**config.mk**
```make
export PLATFORM = sky130hd
export DESIGN_NAME = rv32i_lsu_flat
export DESIGN_NICKNAME = d
export VERILOG_FILES = /design/src/rtl/rv32i_lsu_if.sv /design/src/rtl/rv32i_lsu.sv /design/src/flat_wrapper.sv
export SDC_FILE = /design/constraint.sdc
export NUM_CORES = 1
export LEC_CHECK = 0
export CAP_MARGIN = 15
export CORE_UTILIZATION = 40
export DETAILED_ROUTE_END_ITERATION = 12
export GPL_ROUTABILITY_DRIVEN = 0
export PLACE_DENSITY_LB_ADDON = 0.25
export SLEW_MARGIN = 20
export SYNTH_ARGS = -nofsm -noshare
export SYNTH_HDL_FRONTEND = slang
export SYNTH_SLANG_ARGS = --single-unit
```
**constraint.sdc**
```tcl
create_clock -name clk -period 2.3 [get_ports clk]
set_input_delay 0.23 -clock clk [delete_from_list [all_inputs] [get_ports clk]]
set_output_delay 0.23 -clock clk [all_outputs]
set_load 0.05 [all_outputs]
```
**src/rtl/rv32i_lsu_if.sv**
```systemverilog
// Data-memory port of the RV32I load/store unit: req/gnt request phase plus
// an rvalid response phase for loads.
interface rv32i_lsu_if;
  logic        dmem_req;
  logic        dmem_we;
  logic [31:0] dmem_addr;
  logic [3:0]  dmem_be;
  logic [31:0] dmem_wdata;
  logic        dmem_gnt;
  logic        dmem_rvalid;
  logic [31:0] dmem_rdata;

  modport master (
    output dmem_req, dmem_we, dmem_addr, dmem_be, dmem_wdata,
    input  dmem_gnt, dmem_rvalid, dmem_rdata
  );

  modport slave (
    input  dmem_req, dmem_we, dmem_addr, dmem_be, dmem_wdata,
    output dmem_gnt, dmem_rvalid, dmem_rdata
  );
endinterface

```
**src/rtl/rv32i_lsu.sv**
```systemverilog
// RV32I load/store unit: one access at a time over a req/gnt/rvalid port,
// stalling the pipeline until the access completes, faults or times out.
module rv32i_lsu #(
  parameter int TIMEOUT_CYCLES = 64
) (
  input  logic         clk,
  input  logic         rst_n,
  input  logic         ex_valid,
  input  logic         ex_mem_read,
  input  logic         ex_mem_write,
  input  logic [2:0]   ex_funct3,
  input  logic [31:0]  ex_addr,
  input  logic [31:0]  ex_wdata,
  input  logic         flush,
  output logic         lsu_stall,
  output logic         lsu_done,
  output logic [31:0]  lsu_rdata,
  output logic         misalign_fault,
  output logic         bus_err,
  output logic [31:0]  fault_addr,
  rv32i_lsu_if.master  dmem
);

  localparam int CNT_W = (TIMEOUT_CYCLES > 1) ? $clog2(TIMEOUT_CYCLES + 1) : 1;

  typedef enum logic [2:0] {
    S_IDLE  = 3'd0,
    S_REQ   = 3'd1,
    S_WAIT  = 3'd2,
    S_DONE  = 3'd3,
    S_DRAIN = 3'd4,
    S_FAULT = 3'd5
  } state_t;

  // Zero-extension is meaningless for stores, so funct3[2] is illegal there.
  function automatic logic op_illegal(input logic [2:0] f3, input logic we);
    return (f3[1:0] == 2'b11) || (f3[2] && f3[1]) || (we && f3[2]);
  endfunction

  function automatic logic op_misaligned(input logic [2:0] f3, input logic [1:0] a);
    case (f3[1:0])
      2'b01:   return a[0];
      2'b10:   return (a != 2'b00);
      default: return 1'b0;
    endcase
  endfunction

  function automatic logic [3:0] byte_en(input logic [2:0] f3, input logic [1:0] a);
    case (f3[1:0])
      2'b00:   return 4'b0001 << a;
      2'b01:   return 4'b0011 << a;
      2'b10:   return 4'b1111;
      default: return 4'b0000;
    endcase
  endfunction

  function automatic logic [31:0] store_data(input logic [2:0] f3, input logic [31:0] wd);
    case (f3[1:0])
      2'b00:   return {4{wd[7:0]}};
      2'b01:   return {2{wd[15:0]}};
      default: return wd;
    endcase
  endfunction

  function automatic logic [31:0] load_ext(input logic [2:0] f3, input logic [1:0] a,
                                           input logic [31:0] rd);
    logic [31:0] lane;
    lane = rd >> {a, 3'b000};
    case (f3)
      3'b000:  return {{24{lane[7]}}, lane[7:0]};
      3'b100:  return {24'h000000, lane[7:0]};
      3'b001:  return {{16{lane[15]}}, lane[15:0]};
      3'b101:  return {16'h0000, lane[15:0]};
      3'b010:  return lane;
      default: return 32'h0000_0000;
    endcase
  endfunction

  state_t      state_r, next_s;
  logic [31:0] addr_r;
  logic [2:0]  funct3_r;
  logic        we_r;
  logic [3:0]  be_r;
  logic [31:0] wdata_r;
  logic [CNT_W-1:0] cnt_r;
  logic        done_r, misalign_r, bus_err_r;
  logic [31:0] rdata_r, fault_addr_r;

  logic accept_s, stall_s, timeout_s, load_done_s, store_done_s;
  logic op_bad_s, to_hit_s;

  assign op_bad_s = op_illegal(ex_funct3, ex_mem_write) ||
                    op_misaligned(ex_funct3, ex_addr[1:0]);
  assign to_hit_s = (TIMEOUT_CYCLES != 0) && (cnt_r >= CNT_W'(TIMEOUT_CYCLES - 1));

  // Next-state and strobe decode.
  always_comb begin
    next_s       = state_r;
    stall_s      = 1'b0;
    accept_s     = 1'b0;
    timeout_s    = 1'b0;
    load_done_s  = 1'b0;
    store_done_s = 1'b0;
    case (state_r)
      S_IDLE: begin
        if (ex_valid && (ex_mem_read || ex_mem_write) && !flush) begin
          accept_s = 1'b1;
          stall_s  = 1'b1;
          next_s   = op_bad_s ? S_FAULT : S_REQ;
        end else begin
          next_s = S_IDLE;
        end
      end
      S_REQ: begin
        stall_s = !flush;
        if (flush) begin
          next_s = S_IDLE;
        end else if (dmem.dmem_gnt) begin
          if (we_r) begin
            next_s       = S_DONE;
            store_done_s = 1'b1;
          end else begin
            next_s = S_WAIT;
          end
        end else if (to_hit_s) begin
          next_s    = S_DONE;
          timeout_s = 1'b1;
        end else begin
          next_s = S_REQ;
        end
      end
      S_WAIT: begin
        stall_s = !flush;
        if (flush) begin
          next_s = S_DRAIN;
        end else if (dmem.dmem_rvalid) begin
          next_s      = S_DONE;
          load_done_s = 1'b1;
        end else if (to_hit_s) begin
          next_s    = S_DONE;
          timeout_s = 1'b1;
        end else begin
          next_s = S_WAIT;
        end
      end
      S_DRAIN: begin
        if (dmem.dmem_rvalid) begin
          next_s = S_IDLE;
        end else begin
          next_s = S_DRAIN;
        end
      end
      S_DONE:  next_s = S_IDLE;
      S_FAULT: next_s = S_IDLE;
      default: next_s = S_IDLE;
    endcase
  end

  // State register.
  always_ff @(posedge clk or negedge rst_n) begin
    if (!rst_n) begin
      state_r <= S_IDLE;
    end else begin
      state_r <= next_s;
    end
  end

  // Access capture at accept; request fields stay stable through REQ.
  always_ff @(posedge clk or negedge rst_n) begin
    if (!rst_n) begin
      addr_r   <= 32'h0000_0000;
      funct3_r <= 3'b000;
      we_r     <= 1'b0;
      be_r     <= 4'b0000;
      wdata_r  <= 32'h0000_0000;
    end else if (accept_s) begin
      addr_r   <= ex_addr;
      funct3_r <= ex_funct3;
      we_r     <= ex_mem_write;
      be_r     <= byte_en(ex_funct3, ex_addr[1:0]);
      wdata_r  <= store_data(ex_funct3, ex_wdata);
    end else begin
      addr_r   <= addr_r;
      funct3_r <= funct3_r;
      we_r     <= we_r;
      be_r     <= be_r;
      wdata_r  <= wdata_r;
    end
  end

  // Cycles spent in REQ+WAIT for the current access.
  always_ff @(posedge clk or negedge rst_n) begin
    if (!rst_n) begin
      cnt_r <= '0;
    end else if (accept_s) begin
      cnt_r <= '0;
    end else if (state_r == S_REQ || state_r == S_WAIT) begin
      cnt_r <= cnt_r + 1'b1;
    end else begin
      cnt_r <= cnt_r;
    end
  end

  // Completion outputs: rdata and fault flags are only non-zero in the done cycle.
  always_ff @(posedge clk or negedge rst_n) begin
    if (!rst_n) begin
      done_r       <= 1'b0;
      misalign_r   <= 1'b0;
      bus_err_r    <= 1'b0;
      rdata_r      <= 32'h0000_0000;
      fault_addr_r <= 32'h0000_0000;
    end else begin
      done_r     <= (accept_s && op_bad_s) || timeout_s || load_done_s || store_done_s;
      misalign_r <= accept_s && op_bad_s;
      bus_err_r  <= timeout_s;
      rdata_r    <= load_done_s ? load_ext(funct3_r, addr_r[1:0], dmem.dmem_rdata)
                                : 32'h0000_0000;
      if (accept_s && op_bad_s) begin
        fault_addr_r <= ex_addr;
      end else if (timeout_s) begin
        fault_addr_r <= addr_r;
      end else begin
        fault_addr_r <= fault_addr_r;
      end
    end
  end

  assign lsu_stall      = stall_s;
  assign lsu_done       = done_r;
  assign lsu_rdata      = rdata_r;
  assign misalign_fault = misalign_r;
  assign bus_err        = bus_err_r;
  assign fault_addr     = fault_addr_r;

  assign dmem.dmem_req   = (state_r == S_REQ);
  assign dmem.dmem_we    = we_r;
  assign dmem.dmem_addr  = {addr_r[31:2], 2'b00};
  assign dmem.dmem_be    = be_r;
  assign dmem.dmem_wdata = wdata_r;

endmodule

```
**src/flat_wrapper.sv**
```systemverilog
// flat-port wrapper written by rule: the top's interface ports become plain ports
module rv32i_lsu_flat 
#(
  parameter int TIMEOUT_CYCLES = 64
)
  (clk, rst_n, ex_valid, ex_mem_read, ex_mem_write, ex_funct3, ex_addr, ex_wdata, flush, lsu_stall, lsu_done, lsu_rdata, misalign_fault, bus_err, fault_addr, dmem_dmem_req, dmem_dmem_we, dmem_dmem_addr, dmem_dmem_be, dmem_dmem_wdata, dmem_dmem_gnt, dmem_dmem_rvalid, dmem_dmem_rdata);
  rv32i_lsu_if dmem_i ();
  input  logic clk;
  input  logic rst_n;
  input  logic ex_valid;
  input  logic ex_mem_read;
  input  logic ex_mem_write;
  input  logic [2:0] ex_funct3;
  input  logic [31:0] ex_addr;
  input  logic [31:0] ex_wdata;
  input  logic flush;
  output logic lsu_stall;
  output logic lsu_done;
  output logic [31:0] lsu_rdata;
  output logic misalign_fault;
  output logic bus_err;
  output logic [31:0] fault_addr;
  output wire logic [$bits(dmem_i.dmem_req)-1:0] dmem_dmem_req;
  output wire logic [$bits(dmem_i.dmem_we)-1:0] dmem_dmem_we;
  output wire logic [$bits(dmem_i.dmem_addr)-1:0] dmem_dmem_addr;
  output wire logic [$bits(dmem_i.dmem_be)-1:0] dmem_dmem_be;
  output wire logic [$bits(dmem_i.dmem_wdata)-1:0] dmem_dmem_wdata;
  input wire logic [$bits(dmem_i.dmem_gnt)-1:0] dmem_dmem_gnt;
  input wire logic [$bits(dmem_i.dmem_rvalid)-1:0] dmem_dmem_rvalid;
  input wire logic [$bits(dmem_i.dmem_rdata)-1:0] dmem_dmem_rdata;
  assign dmem_dmem_req = dmem_i.dmem_req;
  assign dmem_dmem_we = dmem_i.dmem_we;
  assign dmem_dmem_addr = dmem_i.dmem_addr;
  assign dmem_dmem_be = dmem_i.dmem_be;
  assign dmem_dmem_wdata = dmem_i.dmem_wdata;
  assign dmem_i.dmem_gnt = dmem_dmem_gnt;
  assign dmem_i.dmem_rvalid = dmem_dmem_rvalid;
  assign dmem_i.dmem_rdata = dmem_dmem_rdata;
  rv32i_lsu #(.TIMEOUT_CYCLES(TIMEOUT_CYCLES)) u_core (.clk(clk), .rst_n(rst_n), .ex_valid(ex_valid), .ex_mem_read(ex_mem_read), .ex_mem_write(ex_mem_write), .ex_funct3(ex_funct3), .ex_addr(ex_addr), .ex_wdata(ex_wdata), .flush(flush), .lsu_stall(lsu_stall), .lsu_done(lsu_done), .lsu_rdata(lsu_rdata), .misalign_fault(misalign_fault), .bus_err(bus_err), .fault_addr(fault_addr), .dmem(dmem_i));
endmodule
```
==> metrics.cfg <==
[synth]
synth_top_family_by_area = compound AO/OA/AOI/OAI gates
synth_xor_area_frac = 0.00813
ys_async_sr_fraction = 1.00
yosys_register_bits = 149
synth_area_mm2 = 0.00754
synth_compound_gate_area_share = 0.241
library_cells_used_by_synthesis = 54
synth.avg_cell_area_um2 = 10.1
edff_count_synth = 0
synthCells = 746
synth.area.mux_share = 0.0377
synth_simple_gate_area_frac = 0.121
synth.yosys.warnings = 0
synthFlopType = dfrtp_1
post_synth_fa_ha_maj_area_fraction = 0.00830
synth_seq_area_share = 0.494

[worst_setup_path]
start_kind = flip-flop
worst-path-max-fanout = 9
worst_ep_arrival_time_ns = 1.89
worst-endpoint-required_ns = 2.07
critPathKind = reg2out
worst_setup_path_end_kind = output pin

[layout]
antennaDiodeCount = 0
layout_common_cells = clkdlybuf4s50_1, dfrtp_1, nand2_1
layout_commonest_cell = clkdlybuf4s50_1
final.fill_count = 1533
finalInstanceArea_mm2 = 0.0107
post_route_cells_drive_above_1_share = 0.136
multi_input_comb_area_mm2 = 0.00317
nNetsFinal = 1063
register_area_mm2 = 0.00373
area_growth_from_synthesis_to_layout_pct = 42.2

[floorplan]
num_io_pins = 245
placement_rows = 49
die_area_mm2 = 0.0194
die_height_um = 139
floorplan.die.width_um = 139
initial_standard_cell_utilization_of_the_core = 0.414
fp.coreArea_mm2 = 0.0182

[cts]
worst_setup_hold_path_clk_slew_ns = 0.07
cts.repair_timing.setup_buffer_count = 0
cts.htree.levels = 4
clockRootBuffer = clkbuf_16
tritoncts.num_buffers = 17
cts.sink_count = 149
clk-insertion-delay-late_ns = 0.42
buffer_depth_of_the_longest_clock_path = 2
cts_tree = yes

[sta]
final_critical_path_setup_slack_ns = 0.184
max_slew_margin = 0.510
fin_crit_ns = 2.12
worst_slew_pin_slew_ns = 0.730
fin_crit_sh = 0.920
setup_total_negative_slack_ns = 0
fmax_mhz = 473
rsz_0062_raised_after_global_routing = no
slew_viol_final = 0
setup-violations-final = 0
clock_tree_skew_after_final_layout_ns = 0.0121
report.final.hold_viol_count = 0

[place]
placed_cell_area_mm2 = 0.0101
post-place-ws_ns = 0.0141
io_buffer_count = 242
place_hpwl_um = 14600

[grt]
global_route.usage.met3 = 0.0530
gr-max-usage-layer = met2
grt_max_degree = 63
total_grt_overflow = 0
gr-usage-met2 = 0.359
groute.layer.met1.usage = 0.293
grt_first_pass_wirelength_um = 33900
antenna_found_initial = 0
grt_pass1_vias = 6291
groute.usage.overall = 0.222

[pwr]
p_leak_nw = 4.39
pwr_density_cell_mw_per_mm2 = 1200
worst_ir_drop_vdd_uv = 763
power.total_w = 0.0129

[routing]
detail_route.drc_violations = 0
detail_route.vias_per_cell = 5.30
wirelength_um = 21100
total_number_of_vias = 6321
antenna_left = 0
drtIter0Drc = 300
drt_first_pass_iters = 6
wl_per_cell_um = 17.7

[job]
max_cap_violations = 0

[min_path]
hold_path.class = in2reg

[status]
run_status = complete, no violations

area by class of cell:
| cell class | count | share of cell area |
|---|---|---|
| clock buffer | 18 | 0.0410 |
| tap | 229 | 0.0267 |
| timing repair buffer | 279 | 0.260 |
| sequential | 149 | 0.348 |
| multi-input combinational | 468 | 0.295 |
| inverter | 36 | 0.0126 |
| clock inverter | 14 | 0.0163 |
layer usage:
metal	part of all wire	vias to the layer above
met5	0	-
li1	-	3005
met4	0.019	0
met1	0.44	3096
met2	0.49	189
met3	0.056	31
path summary, 6_finish.rpt:
| kind | startpoint | endpoint | slack, ns | cells past startpoint |
|---|---|---|---|---|
| setup / recovery | u_core.state_r[1] | lsu_stall | 0.18 | 3 |
| hold / removal | ex_wdata[29] | u_core.dmem.dmem_wdata[29] | 0.36 | 3 |
| setup reg to reg | u_core.addr_r[1] | u_core.lsu_rdata[18] | 0.32 | 4 |
| hold reg to reg | u_core.dmem.dmem_wdata[3] | u_core.dmem.dmem_wdata[3] | 0.47 | 2 |
| max in group asynchronous | rst_n | u_core.fault_addr[24] | 1.23 | 3 |
| min in group asynchronous | rst_n | u_core.lsu_rdata[11] | 0.38 | 2 |
registers in the layout (all words and copies together), names as in the netlist:
name                    cells
u_core.state_r              3
u_core.addr_r              32
u_core.lsu_rdata           32
u_core.dmem.dmem_we         1
u_core.funct3_r             3
u_core.cnt_r                7
u_core.lsu_done             1
u_core.fault_addr          32
u_core.dmem.dmem_wdata     32
u_core.bus_err              1
u_core.misalign_fault       1
u_core.dmem.dmem_be         4
report_power, final:
part	internal, W	total, W	switching [W]
sequential	0.00335	0.00383	0.000477
clock	0.00175	0.00291	0.00117
combinational	0.00214	0.00615	0.00400
synthesized netlist by cell type, types with 3 or more instances:
| cell | count | area [um^2] |
|---|---|---|
| a211oi_1 | 14 | 105 |
| a21oi_1 | 27 | 135 |
| a221oi_2 | 8 | 120 |
| a22oi_1 | 8 | 60.1 |
| a2bb2oi_2 | 29 | 435 |
| a31oi_1 | 13 | 81.3 |
| and2_1 | 7 | 43.8 |
| buf_2 | 16 | 80.1 |
| buf_4 | 33 | 248 |
| buf_6 | 6 | 67.6 |
| clkbuf_1 | 38 | 143 |
| dfrtp_1 | 149 | 3730 |
| ha_1 | 5 | 62.6 |
| inv_1 | 36 | 135 |
| mux2_2 | 9 | 101 |
| mux2i_1 | 16 | 160 |
| nand2_1 | 106 | 398 |
| nor2_1 | 42 | 158 |
| nor2b_1 | 10 | 62.6 |
| nor3_1 | 5 | 25.0 |
| nor3b_1 | 6 | 45.0 |
| o21a_1 | 3 | 22.5 |
| o21ai_0 | 73 | 365 |
| o21ai_1 | 16 | 80.1 |
| o311ai_0 | 3 | 26.3 |
| o32a_1 | 29 | 290 |
| xnor2_1 | 7 | 61.3 |
logic make-up after synthesis:
logic type | count (synthesis)
adder cells (fa/ha/maj) | 5
other | 1
buffers and inverters | 130
XOR/XNOR | 7
flip-flops | 149
multiplexers | 26
AND/OR/NAND/NOR | 195
AO/OA/AOI/OAI | 233
critical path: stages (launching register included):
cell	delay [ns]
dfrtp_2	0.48
xnor2_1	0.63
o31ai_2	0.17
buf_12	0.19
metrics by stage:
| stage | instances | hold WS (ns) | utilization |
|---|---|---|---|
| finish | 1193 | 0.362 | 0.589 |
| global route | 1193 | 0.372 | 0.589 |
| CTS | 1193 | 0.348 | 0.589 |
| detailed placement | 1160 | 0.262 | 0.554 |
| global placement | 1160 | 0.265 | 0.554 |
| floorplan | 747 | -0.0656 | - |
repair_timing:
item                                    4_1_cts  5_1_grt
endpoints found under the setup margin        2        1
cloned                                        0        0
hold buffers                                  1        0
gates resized for setup                       2        2
pin swaps                                     0        0
endpoints found under the hold margin        60        0
(Power assumes the default switching activity.)
